`src/rtl/pipe_stage_regs.sv`:
```
// Fetch PC, F/D and D/E pipeline registers driven by the load-use hazard unit's
// stall and bubble commands, with saturating stall/bubble performance counters.

`ifndef INOP
`define INOP 6'h00
`endif
`ifndef RNONE
`define RNONE 5'h00
`endif

module pipe_stage_regs #(
    parameter logic [31:0] RESET_PC = 32'h0000_0000,
    parameter int unsigned CNT_W    = 16
) (
    input  logic             clk,
    input  logic             rst_n,
    input  logic             F_stall,
    input  logic             D_stall,
    input  logic             E_bubble,
    input  logic [31:0]      f_pc_next,
    input  logic [31:0]      f_instr,
    output logic [31:0]      F_pc,
    output logic [31:0]      D_instr,
    output logic [31:0]      D_pc,
    input  logic [5:0]       d_op,
    input  logic [4:0]       d_dstE,
    input  logic [4:0]       d_dstM,
    input  logic [31:0]      d_valA,
    input  logic [31:0]      d_valB,
    input  logic [31:0]      d_imm,
    output logic [5:0]       E_op,
    output logic [4:0]       E_dstE,
    output logic [4:0]       E_dstM,
    output logic [31:0]      E_valA,
    output logic [31:0]      E_valB,
    output logic [31:0]      E_imm,
    output logic [31:0]      E_pc,
    output logic             E_valid,
    output logic [CNT_W-1:0] stall_cnt,
    output logic [CNT_W-1:0] bubble_cnt
);

    localparam logic [CNT_W-1:0] CNT_MAX = '1;
    localparam logic [CNT_W-1:0] CNT_ONE = CNT_W'(1);

    logic [31:0]      r_F_pc;
    logic [31:0]      r_D_instr;
    logic [31:0]      r_D_pc;
    logic [5:0]       r_E_op;
    logic [4:0]       r_E_dstE;
    logic [4:0]       r_E_dstM;
    logic [31:0]      r_E_valA;
    logic [31:0]      r_E_valB;
    logic [31:0]      r_E_imm;
    logic [31:0]      r_E_pc;
    logic             r_E_valid;
    logic [CNT_W-1:0] r_stall_cnt;
    logic [CNT_W-1:0] r_bubble_cnt;

    always_ff @(posedge clk or negedge rst_n) begin
        if (!rst_n) begin
            r_F_pc    <= RESET_PC;
            r_D_instr <= 32'h0;
            r_D_pc    <= RESET_PC;
        end else begin
            if (!F_stall) begin
                r_F_pc <= f_pc_next;
            end
            if (!D_stall) begin
                r_D_instr <= f_instr;
                r_D_pc    <= r_F_pc;
            end
        end
    end

    // D/E is never held: each edge it takes either a bubble or the decode outputs.
    always_ff @(posedge clk or negedge rst_n) begin
        if (!rst_n) begin
            r_E_op    <= `INOP;
            r_E_dstE  <= `RNONE;
            r_E_dstM  <= `RNONE;
            r_E_valA  <= 32'h0;
            r_E_valB  <= 32'h0;
            r_E_imm   <= 32'h0;
            r_E_pc    <= RESET_PC;
            r_E_valid <= 1'b0;
        end else begin
            r_E_pc <= r_D_pc;
            if (E_bubble) begin
                r_E_op    <= `INOP;
                r_E_dstE  <= `RNONE;
                r_E_dstM  <= `RNONE;
                r_E_valA  <= 32'h0;
                r_E_valB  <= 32'h0;
                r_E_imm   <= 32'h0;
                r_E_valid <= 1'b0;
            end else begin
                r_E_op    <= d_op;
                r_E_dstE  <= d_dstE;
                r_E_dstM  <= d_dstM;
                r_E_valA  <= d_valA;
                r_E_valB  <= d_valB;
                r_E_imm   <= d_imm;
                r_E_valid <= 1'b1;
            end
        end
    end

    always_ff @(posedge clk or negedge rst_n) begin
        if (!rst_n) begin
            r_stall_cnt  <= '0;
            r_bubble_cnt <= '0;
        end else begin
            if (D_stall && (r_stall_cnt != CNT_MAX)) begin
                r_stall_cnt <= r_stall_cnt + CNT_ONE;
            end
            if (E_bubble && (r_bubble_cnt != CNT_MAX)) begin
                r_bubble_cnt <= r_bubble_cnt + CNT_ONE;
            end
        end
    end

    assign F_pc       = r_F_pc;
    assign D_instr    = r_D_instr;
    assign D_pc       = r_D_pc;
    assign E_op       = r_E_op;
    assign E_dstE     = r_E_dstE;
    assign E_dstM     = r_E_dstM;
    assign E_valA     = r_E_valA;
    assign E_valB     = r_E_valB;
    assign E_imm      = r_E_imm;
    assign E_pc       = r_E_pc;
    assign E_valid    = r_E_valid;
    assign stall_cnt  = r_stall_cnt;
    assign bubble_cnt = r_bubble_cnt;

endmodule

```
`config.mk`:
```
export PLATFORM = sky130hd
export DESIGN_NAME = pipe_stage_regs
export DESIGN_NICKNAME = d
export VERILOG_FILES = /design/src/rtl/pipe_stage_regs.sv
export SDC_FILE = /design/constraint.sdc
export NUM_CORES = 1
export LEC_CHECK = 0
export CORE_AREA = 2 2 179 181
export DETAILED_ROUTE_END_ITERATION = 12
export DIE_AREA = 0 0 181 183
export PLACE_DENSITY = 0.71
export SYNTH_ARGS = -nofsm -noshare
export SYNTH_HDL_FRONTEND = slang
export SYNTH_SLANG_ARGS = --single-unit
```
`constraint.sdc`:
```
create_clock -name clk -period 3.4 [get_ports clk]
set_clock_uncertainty 0.1 [all_clocks]
set_input_delay 0.34 -clock clk [delete_from_list [all_inputs] [get_ports clk]]
set_output_delay 0.34 -clock clk [all_outputs]
set_load 0.005 [all_outputs]
```
* Yosys cells after proc, flatten, opt, wreduce, memory -nomap -nowiden
Cells that the tools add are included.
** Word-level totals
- Bits in registers :: 273
- Input port bits :: 181
- Output and inout port bits :: 273
- Word-level logic and storage cells :: 26
** Cells by class
- Add/subtract/negate cells :: 2
- Eq/ne operators :: 2
- Mux-type cells :: 7
- Reductions and logical operators :: 2
** Operators by type and width (number)
- 32-bit two-way mux :: 3
- 16-bit by 1-bit adder with 16-bit output, second input constant :: 2
- 16-bit inequality test, second input constant :: 2
- 5-bit two-way mux :: 2
- 6-bit two-way mux :: 1
- 1-bit logical AND :: 2
- 1-bit two-way mux :: 1

* Logic depth before layout (Yosys ltp)
Gate-level depths: netlist of run 1.
- Depth after elaboration :: 2
- Gate-level depth with buffers :: 6
- Depth with buffers taken out :: 5

* Least setup slack after synthesis of run 1
OpenSTA, ideal clock, no wires.
- Path kind :: reg-to-reg
- Start :: reg r_stall_cnt[8] (netlist: stall_cnt[8])
- End :: reg r_stall_cnt[1] (netlist: stall_cnt[1])
- Setup time :: 125 ps
- Arrival time :: 1595 ps
- Required time :: 3175 ps
- Path slack :: 1580 ps
- Cell stages (with the launch flop) :: 5
- Buffers on the path :: 0
- Period minus slack after synthesis :: 1820 ps
- Cells stage by stage :: dfrtp_1 -> nand4_1 -> nor4_2 -> nand2b_1 -> mux2_2
** On the way
- Cells in the longest elaborated chain, start to end :: 2
** RTL lines
- start: declaration :: RTL line 57 : logic [CNT_W-1:0] r_stall_cnt;
- start signal: assignment :: RTL line 115 : r_stall_cnt <= r_stall_cnt + CNT_ONE;
- 16-bit inequality test :: RTL line 114 : if (D_stall && (r_stall_cnt != CNT_MAX)) begin
- 1-bit logical AND :: RTL line 114
No other way between the ends.
A chain may end at the register's enable or synchronous reset.

* Worst setup path after layout of run 1
- Start :: reg r_bubble_cnt[11] (netlist: bubble_cnt[11])
- End :: out bubble_cnt[11]
** RTL lines
- start: declaration :: RTL line 58 : logic [CNT_W-1:0] r_bubble_cnt;
- start signal: assignment :: RTL line 118 : r_bubble_cnt <= r_bubble_cnt + CNT_ONE;
- end: declaration :: RTL line 40 : output logic [CNT_W-1:0] bubble_cnt
No word-level cell between the ends.

==> results_dict.tcl, run 1 <==
set metrics [dict create \
    status "completed" \
    syn_area_per_cell_um2 15.4 \
    p_comb_share_pct 17.4 \
    report.final.slew_viol_count 0 \
    drt-total-wl_mm 26.8 \
    num_vias 6520 \
    slew_headroom_pct 41.1 \
    hold_violations 0 \
    grtUsageMet2_pct 26.9 \
    rsz0062_at_grt "no" \
    leakage_nw 6.56 \
    port_buffers 453 \
    hpwl_mm 19.8 \
    insertion_delay_ns 0.54 \
    p_int_mw 6.31 \
    critPathArrivalTime_ns 1.62 \
    crit_family "buffers and inverters" \
    clkSlewWorstSetupHoldPaths_ns 0.06 \
    fin_hold_ws_ns 0.135 \
    required_ns 2.96 \
    cp_slowest_cell "clkdlybuf4s50_1" \
    path_cells "clkdlybuf4s50_1" \
    grt_first_pass_wirelength_mm 40.4 \
    cts_buffer_depth 3 \
    overflow 0 \
    cts_tree "yes" \
    busiest_layer "met2" \
    ys_seq_area_share_pct 72.2 \
    ios 454 \
    syn_inst 614 \
    antenna_found_initial 1 \
    max_cap_viol_count 0 \
    die_w_um 181 \
    syn-cell-area_um2 9460 \
    root_buffer "clkbuf_16" \
    die_h_um 183 \
    hold_class "input pin to register" \
    cts_buffers 30 \
    core-area_um2 31200 \
    route.detailed.drc 0 \
    ys_warn_count 0 \
    setup_viol 0 \
    tightest_slew_ns 0.884 \
    clkPwrFrac_pct 36.2 \
    grt_util_all_layers_pct 15.7 \
    worst-path-buf-inv 1 \
    clock-sinks 273 \
    dieArea_um2 33100 \
    seq_power_share_pct 46.4 \
    grt_use_met3_pct 7.53 \
    fmax_mhz 485 \
    gp_congestion 0.813 \
    grt_util_met1_pct 17.6 \
    htreeDepth 1 \
    start_util_pct 30.3 \
    num_rows 65 \
    worstSetupStartpointType "register" \
    viasPerCell 4.33 \
    layout_min_cycle_time_ns 2.06 \
    fin_crit_sh_pct 60.7 \
    cp_max_fo 5 \
    reg2reg_slack_ns 1.41 \
    synthDistinctLibCells 32 \
    drt_iter0_markers 175 \
    finalNetCount 1266 \
    crit_type "register to primary output" \
    ys_ff_latch 273 \
    switchingPower_mw 1.97 \
    grt_pass1_vias 6883 \
    drive_gt1_share_pct 14.5 \
    critPathCaptureType "primary output" \
    ir_drop_mv 0.456 \
    drt_first_pass_iters 4 \
    power-per-cell-area_nw_per_um2 537 \
    ant_nets 0 \
    setup-tns-final_ns 0 \
    area_growth_pct 62.9 \
    grt_max_degree 82 \
    postCtsSetupBuffers 0 \
    wire_per_inst_um 17.8 \
    cpPeakStageDelay_ns 0.64 \
    switching_share_pct 23.8 \
    synth_nets 797 \
]
## layout make-up
cell class | count | area, um^2
Antenna cell | 1 | 2.50
Clock buffer | 47 | 876
Clock inverter | 5 | 28.8
Fill cell | 2718 | 15800
Inverter | 4 | 15.0
Multi-Input combinational cell | 311 | 2510
Sequential cell | 273 | 6830
Tap cell | 402 | 503
Timing Repair Buffer | 463 | 4640
## through the flow
stage / utilization (%) / instances / cell area, um^2 / power (mW) / worst slack (ns)
6_report: 49.3 / 1506 / 15400 / 8.28 / 1.34
5_1_grt: 49.3 / 1506 / 15400 / 8.66 / 1.27
4_1_cts: 49.3 / 1505 / 15400 / 8.41 / 1.28
3_5_place_dp: 46.4 / 1452 / 14500 / 5.36 / 1.43
3_3_place_gp: 46.4 / 1452 / 14500 / 5.32 / 1.46
2_1_floorplan: - / 614 / 9460 / 4.23 / 1.58
## Yosys cell counts (all sizes together)
cell type | instances | share of area, %
a21oi | 1 | 0.053
and2 | 1 | 0.066
and3 | 2 | 0.15
and4 | 2 | 0.19
buf | 9 | 0.41
clkbuf | 17 | 0.67
dfrtp | 273 | 72
ha | 2 | 0.26
inv | 4 | 0.16
mux2 | 98 | 12
nand2 | 8 | 0.32
nand2b | 1 | 0.066
nand3 | 11 | 0.71
nand4 | 9 | 0.66
nor2 | 10 | 0.40
nor2b | 112 | 7.4
nor3 | 10 | 0.53
nor3b | 1 | 0.079
nor4 | 6 | 0.60
o2111ai | 2 | 0.19
o21ai | 3 | 0.16
o41ai | 1 | 0.17
or2 | 2 | 0.13
or4 | 1 | 0.12
xnor2 | 6 | 0.56
xor2 | 22 | 2.0
## registers in the layout (all words and copies together), names as in the netlist, 16 cells and up
signal and count:
F_pc 32, D_pc 32, E_valA 32, stall_cnt 16, bubble_cnt 16, E_imm 32
D_instr 32, E_pc 32, E_valB 32
## placed cells by master (no fill, tap or decap), drive strengths merged
cell / instances
nand3: 11
nor3: 10
nor2b: 112
nor2: 10
ha: 2
dfrtp: 273
nor3b: 1
mux2: 98
nor4: 6
a21oi: 1
or4: 1
buf: 13
nand4: 9
and3: 2
diode: 1
and4: 2
inv: 4
clkdlybuf4s50: 449
dlygate4sd3: 1
and2: 1
clkinv: 5
xnor2: 6
nand2: 8
clkbuf: 47
xor2: 22
o41ai: 1
o2111ai: 2
nand2b: 1
or2: 2
o21ai: 3
## routing by layer
layer / share of wire, % / up-vias
met4: 1.9 / 0
li1: - / 2976
met5: 0 / -
met2: 49 / 310
met3: 13 / 36
met1: 37 / 3198
## power groups by stage
stage	Sequential [mW]	Combinational, mW	Clock, mW
finish	3.84	1.44	2.99
global route	3.89	1.55	3.21
CTS	3.85	1.46	3.10
detailed placement	3.91	1.45	0
global placement	3.89	1.44	0
floorplan	3.89	0.341	0
## what timing repair did
action                                  in CTS  in global routing
hold endpoints to repair                    75                  0
resized for setup                            0                  0
endpoints found under the setup margin       0                  0
hold buffers                                 1                  0
## cells by family (layout without fill, tap and decap cells)
| group | after synthesis | count (layout) | synth area share [%] |
|---|---|---|---|
| AOI/OAI and AO/OA | 7 | 7 | 0.569 |
| other | 0 | 1 | 0 |
| xor gates and xnor gates | 28 | 28 | 2.59 |
| and+or+nand+nor | 176 | 176 | 11.4 |
| muxes | 98 | 98 | 11.7 |
| adders and majority gates | 2 | 2 | 0.265 |
| buffers and inverters | 30 | 519 | 1.24 |
| DFF | 273 | 273 | 72.2 |
## final timing paths
kind | start | end | depth (start not counted)
max | bubble_cnt[11] | bubble_cnt[11] | 1
min | D_stall | D_pc[16] | 2
max reg2reg | stall_cnt[8] | stall_cnt[1] | 4
min reg2reg | D_pc[11] | E_pc[11] | 0
max in group asynchronous | rst_n | E_valA[13] | 3
min in group asynchronous | rst_n | E_pc[13] | 2
No activity file was read; power rests on OpenSTA's default activity.
==> inputs of run 2 (changes only) <==
- CORE_AREA: 2 2 179 181 -> 2 2 178 180
- DIE_AREA: 0 0 181 183 -> 0 0 180 182
- PLACE_DENSITY: 0.71 -> 0.74
- clock period: 3.4 -> 1.7 ns (I/O delays scaled with it)
==> run 2 against run 1 <==
Net effect: first-iteration DRC count up 11%; largest power group unchanged; via count up 7.8%; clock-buffer cell count unchanged; worst setup slack worse by 1.4 ns; worst hold slack worse by 0.10 ns; the flow now finishes with violations (negative setup slack); register-to-register slack worse by 1.5 ns; non-clock buffer count up 101; sequential share of layout area down 2.9 points; cell count up 6.9%; utilization up 3.9 points; critical path type is now register to register; routed wire length up 6.0%.
==> results_dict.tcl, run 2 (synthesized netlist as in run 1, its figures left out) <==
set metrics [dict create \
    status "complete, but fails checks" \
    violations "negative setup slack" \
    fin_crit_sh_pct 105 \
    wire_per_inst_um 17.6 \
    clock-sinks 273 \
    tightest_slew_ns 0.495 \
    switchingPower_mw 4.21 \
    crit_type "register to register" \
    dieArea_um2 32800 \
    grtUsageMet2_pct 30.2 \
    viasPerCell 4.37 \
    port_buffers 453 \
    critPathCaptureType "register" \
    slew_headroom_pct 67.0 \
    worst_slack_ns -0.0872 \
    gp_congestion 0.837 \
    cts_buffers 30 \
    pre_cts_slack_ns -0.110 \
    busiest_layer "met2" \
    reg2reg_slack_ns -0.09 \
    drt_iter0_markers 195 \
    worstSetupStartpointType "register" \
    fmax_mhz 560 \
    hold_violations 0 \
    ant_nets 0 \
    p_comb_share_pct 19.7 \
    report.final.slew_viol_count 0 \
    final_common_cell "dfrtp_1" \
    area_growth_pct 74.4 \
    hpwl_mm 20.3 \
    cts_buffer_depth 3 \
    reg2regPathDepth 8 \
    grt_util_all_layers_pct 16.6 \
    n_antenna_cell 0 \
    max_cap_viol_count 0 \
    insertion_delay_ns 0.55 \
    switching_share_pct 24.5 \
    drive_gt1_share_pct 24.1 \
    die_h_um 182 \
    clkSlewWorstSetupHoldPaths_ns 0.06 \
    seq_power_share_pct 43.9 \
    grt_max_degree 77 \
    num_rows 65 \
    overflow 0 \
    grt_pass1_vias 7602 \
    setup_viol 8 \
    drt_first_pass_iters 4 \
    drt-total-wl_mm 28.4 \
    route.detailed.drc 0 \
    clkPwrFrac_pct 36.3 \
    cp_max_fo 3 \
    grt_first_pass_wirelength_mm 43.1 \
    hold_class "input pin to async pin" \
    finalNetCount 1367 \
    mostFrequentLayoutCells "269 x dfrtp_1, 223 x clkdlybuf4s50_1, 151 x dlygate4sd2_1, 112 x nor2b_1, 98 x buf_4" \
    required_ns 2.03 \
    ir_drop_mv 0.771 \
    leakage_nw 8.37 \
    root_buffer "clkbuf_16" \
    power-per-cell-area_nw_per_um2 1040 \
    cts_tree "yes" \
    htreeDepth 1 \
    die_w_um 180 \
    ios 454 \
    fin_cells 1610 \
    critPathArrivalTime_ns 2.12 \
    antenna_found_initial 0 \
    place_inst 1497 \
    p_int_mw 13.0 \
    grt_util_met1_pct 18.0 \
    num_vias 7028 \
    core-area_um2 31000 \
    rsz0062_at_grt "yes" \
    start_util_pct 30.5 \
    layout_min_cycle_time_ns 1.79 \
    grt_use_met3_pct 6.52 \
]
run 2: cell count changes in the layout (fill, tap and decap cells not counted), moves of 5 or more:
cell | before | now
clkdlybuf4s15_1 | 0 | 5
dlymetal6s2s_1 | 0 | 68
nor3_1 | 10 | 5
buf_4 | 7 | 98
dlygate4sd2_1 | 0 | 151
buf_12 | 3 | 8
clkdlybuf4s50_1 | 449 | 223
run 2: per-stage QoR:
stage	utilization [%]	area, um^2	power, mW	hold WS (ns)	setup TNS [ns]
2_1_floorplan	-	9480	8.46	-0.226	-0.0991
3_3_place_gp	48.1	14900	10.9	0.0499	-0.000417
3_5_place_dp	48.1	14900	11.0	0.0520	-0.496
4_1_cts	52.0	16100	17.3	0.0184	-0.422
5_1_grt	53.2	16500	18.0	0.0305	-1.15
6_report	53.2	16500	17.2	0.0350	-0.502
run 2: routing by layer:
metal	part of all wire [%]	vias up	wire length (um)
met5	0	-	0
met4	2.2	0	614
met3	10	52	2840
met2	52	331	14600
met1	36	3461	10300
li1	-	3184	-
run 2: path summary, 6_finish.rpt:
check	end	start
max	bubble_cnt[7]	bubble_cnt[1]
min	D_instr[15]	rst_n
max reg2reg	bubble_cnt[7]	bubble_cnt[1]
min reg2reg	E_pc[9]	D_pc[9]
max in group asynchronous	E_valA[24]	rst_n
min in group clk	E_valB[23]	d_valB[23]
run 2: final cells by class:
| cell class | instances | area (um^2) |
|---|---|---|
| clock buffers | 47 | 885 |
| clock inverters | 9 | 83.8 |
| fillers | 2555 | 14500 |
| inverters | 4 | 15.0 |
| multi-input cells | 311 | 2720 |
| flip-flops and latches | 273 | 6840 |
| well taps | 402 | 503 |
| repair buffers | 564 | 5450 |
run 2: critical path: stages, from the launching register on:
cell and delay (ns):
dfrtp_1 0.37, buf_6 0.11, ha_4 0.12, nand4_1 0.16
buf_4 0.20, nor4_4 0.20, buf_4 0.21, nor3_2 0.05
xor2_1 0.14
run 2: power groups by stage:
stage / registers, mW / logic [mW] / clock network [mW]
finish: 7.56 / 3.40 / 6.26
global placement: 7.68 / 3.19 / 0
detailed placement: 7.74 / 3.23 / 0
floorplan: 7.78 / 0.684 / 0
global route: 7.65 / 3.67 / 6.72
CTS: 7.54 / 3.35 / 6.45
run 2: repair_timing:
action / 4_1_cts / 5_1_grt
buffers inserted: 44 / 10
hold buffers: 3 / 0
endpoints found under the hold margin: 280 / 0
cloned: 0 / 0
setup endpoints to repair: 178 / 98
resized for setup: 172 / 105
pin swaps: 5 / 12
==> inputs of run 3 (changes only) <==
- HOLD_SLACK_MARGIN: unset -> 0.12
==> run 3 against run 2 <==
Net effect: register-to-register slack improved by 0.04 ns; cell count increased by 9.9%; largest power group unchanged; routed wire length increased by 13%; first-iteration DRC count increased by 8.2%; the flow still finishes with violations (negative setup slack); critical endpoint is now bubble_cnt[1]; worst hold slack improved by 0.11 ns.
==> results_dict.tcl, run 3 (synthesized netlist as in run 1, its figures left out) <==
set metrics [dict create \
    hold_class "input pin to register" \
    min_path_cells 2 \
    cpPeakStageDelay_ns 0.36 \
    grt_max_degree 77 \
    rsz0062_at_grt "yes" \
    setup_viol 6 \
    cp_max_fo 5 \
    ant_nets 0 \
    clkSlewWorstSetupHoldPaths_ns 0.06 \
    cp_slowest_cell "dfrtp_1" \
    crit_family "flip-flops" \
    n_antenna_cell 0 \
    grt_use_met3_pct 6.44 \
    grt_util_all_layers_pct 18.7 \
    pre_cts_slack_ns -0.110 \
    critPathArrivalTime_ns 2.09 \
    fin_cells 1769 \
    layout_min_cycle_time_ns 1.75 \
    hpwl_mm 20.3 \
    place_inst 1497 \
    path_cells "buf_4 > nand4_4 > o41ai_4 > buf_4 > mux2_4" \
    reg2regPathDepth 5 \
    final_common_cell "dfrtp_1" \
    status "complete, but fails checks" \
    path_common_cell "buf_4" \
    route.detailed.drc 0 \
    critPathCaptureType "register" \
    grt_util_met1_pct 19.8 \
    drt_iter0_markers 211 \
    insertion_delay_ns 0.56 \
    cts_tree "yes" \
    max_cap_viol_count 0 \
    worst_slack_ns -0.0493 \
    ios 454 \
    grt_first_pass_wirelength_mm 48.5 \
    mostFrequentLayoutCells "269 x dfrtp_1, 221 x clkdlybuf4s50_1, 165 x dlygate4sd3_1, 151 x dlygate4sd2_1, 112 x nor2b_1" \
    drive_gt1_share_pct 21.0 \
    wire_per_inst_um 18.1 \
    report.final.slew_viol_count 0 \
    num_rows 65 \
    hold_start "d_valB[18]" \
    worstSetupStartpointType "register" \
    die_w_um 180 \
    reg2reg_slack_ns -0.05 \
    gp_congestion 0.837 \
    root_buffer "clkbuf_16" \
    area_growth_pct 91.2 \
    crit_type "register to register" \
    hold_violations 0 \
    ir_drop_mv 0.778 \
    die_h_um 182 \
    cts_buffer_depth 3 \
    drt-total-wl_mm 32.0 \
    grt_pass1_vias 8622 \
    whs_endpoint "E_valB[18]" \
    required_ns 2.04 \
    overflow 0 \
    power-per-cell-area_nw_per_um2 974 \
    dieArea_um2 32800 \
    antenna_found_initial 0 \
    rr_startpoint "bubble_cnt[8]" \
    start_util_pct 30.5 \
    cts_buffers 30 \
    clock-sinks 273 \
    leakage_nw 9.06 \
    drt_first_pass_iters 4 \
    core-area_um2 31000 \
    fmax_mhz 572 \
    reg2reg_to "bubble_cnt[1]" \
    tightest_slew_ns 0.486 \
    port_buffers 453 \
    worst-path-buf-inv 2 \
    nFillCells 2270 \
    htreeDepth 1 \
    finalNetCount 1526 \
    num_vias 7716 \
    viasPerCell 4.36 \
    grtUsageMet2_pct 35.0 \
    fin_crit_sh_pct 103 \
    violations "negative setup slack" \
    busiest_layer "met2" \
    slew_headroom_pct 67.6 \
]
[run 3: changes by cell type in the layout (fill, tap and decap cells not counted), sizes merged]
cell	delta
clkdlybuf4s50	-2
buf	-3
dlymetal6s2s	+2
dlygate4sd3	+162
[run 3: repair_timing]
action / CTS / global route
gates resized for setup: 172 / 104
hold buffers: 165 / 0
buffers inserted: 44 / 7
pin swaps: 5 / 12
setup endpoints to repair: 178 / 103
endpoints found under the hold margin: 461 / 0
[run 3: worst max path at each step]
| stage | start | end | depth (start not counted) |
|---|---|---|---|
| 3_5_place_dp | stall_cnt[0] | stall_cnt[15] | 5 |
| 4_1_cts | bubble_cnt[1] | bubble_cnt[15] | 6 |
| 3_3_place_gp | stall_cnt[15] | stall_cnt[9] | 5 |
| 5_1_grt | bubble_cnt[1] | bubble_cnt[11] | 6 |
| 2_1_floorplan | stall_cnt[8] | stall_cnt[1] | 4 |
| 6_report | bubble_cnt[8] | bubble_cnt[1] | 5 |
[run 3: metal layers]
metal  vias to the layer above  wire length, um  part of all wire [%]
met5                         -                0                     0
met4                         0              770                   2.4
met3                        61             2820                   8.8
met2                       340            16800                    53
met1                      3807            11500                    36
li1                       3508                -                     -
[run 3: power breakdown]
| part | switching [mW] | internal, mW |
|---|---|---|
| Sequential | 0.393 | 7.19 |
| Clock | 2.58 | 3.71 |
| Combinational | 1.40 | 2.34 |
[run 3: layout make-up]
cell class,instances,area [um^2],share of cell area [%]
timing repair buffer,723,7050,39.0
sequential,273,6840,37.8
clock buffer,47,885,4.89
clock inverter,9,83.8,0.464
tap,402,503,2.78
multi-input combinational,311,2700,14.9
inverter,4,15.0,0.0831
[run 3: stage by stage]
stage	cell area [um^2]	power (mW)	setup TNS, ns	util (%)	hold slack, ns
floorplan	9480	8.46	-0.0991	-	-0.226
global placement	14900	10.9	-0.000417	48.1	0.0499
detailed placement	14900	11.0	-0.496	48.1	0.0520
CTS	17700	17.6	-0.422	57.2	0.120
global route	18100	18.4	-0.936	58.3	0.122
finish	18100	17.6	-0.228	58.3	0.141
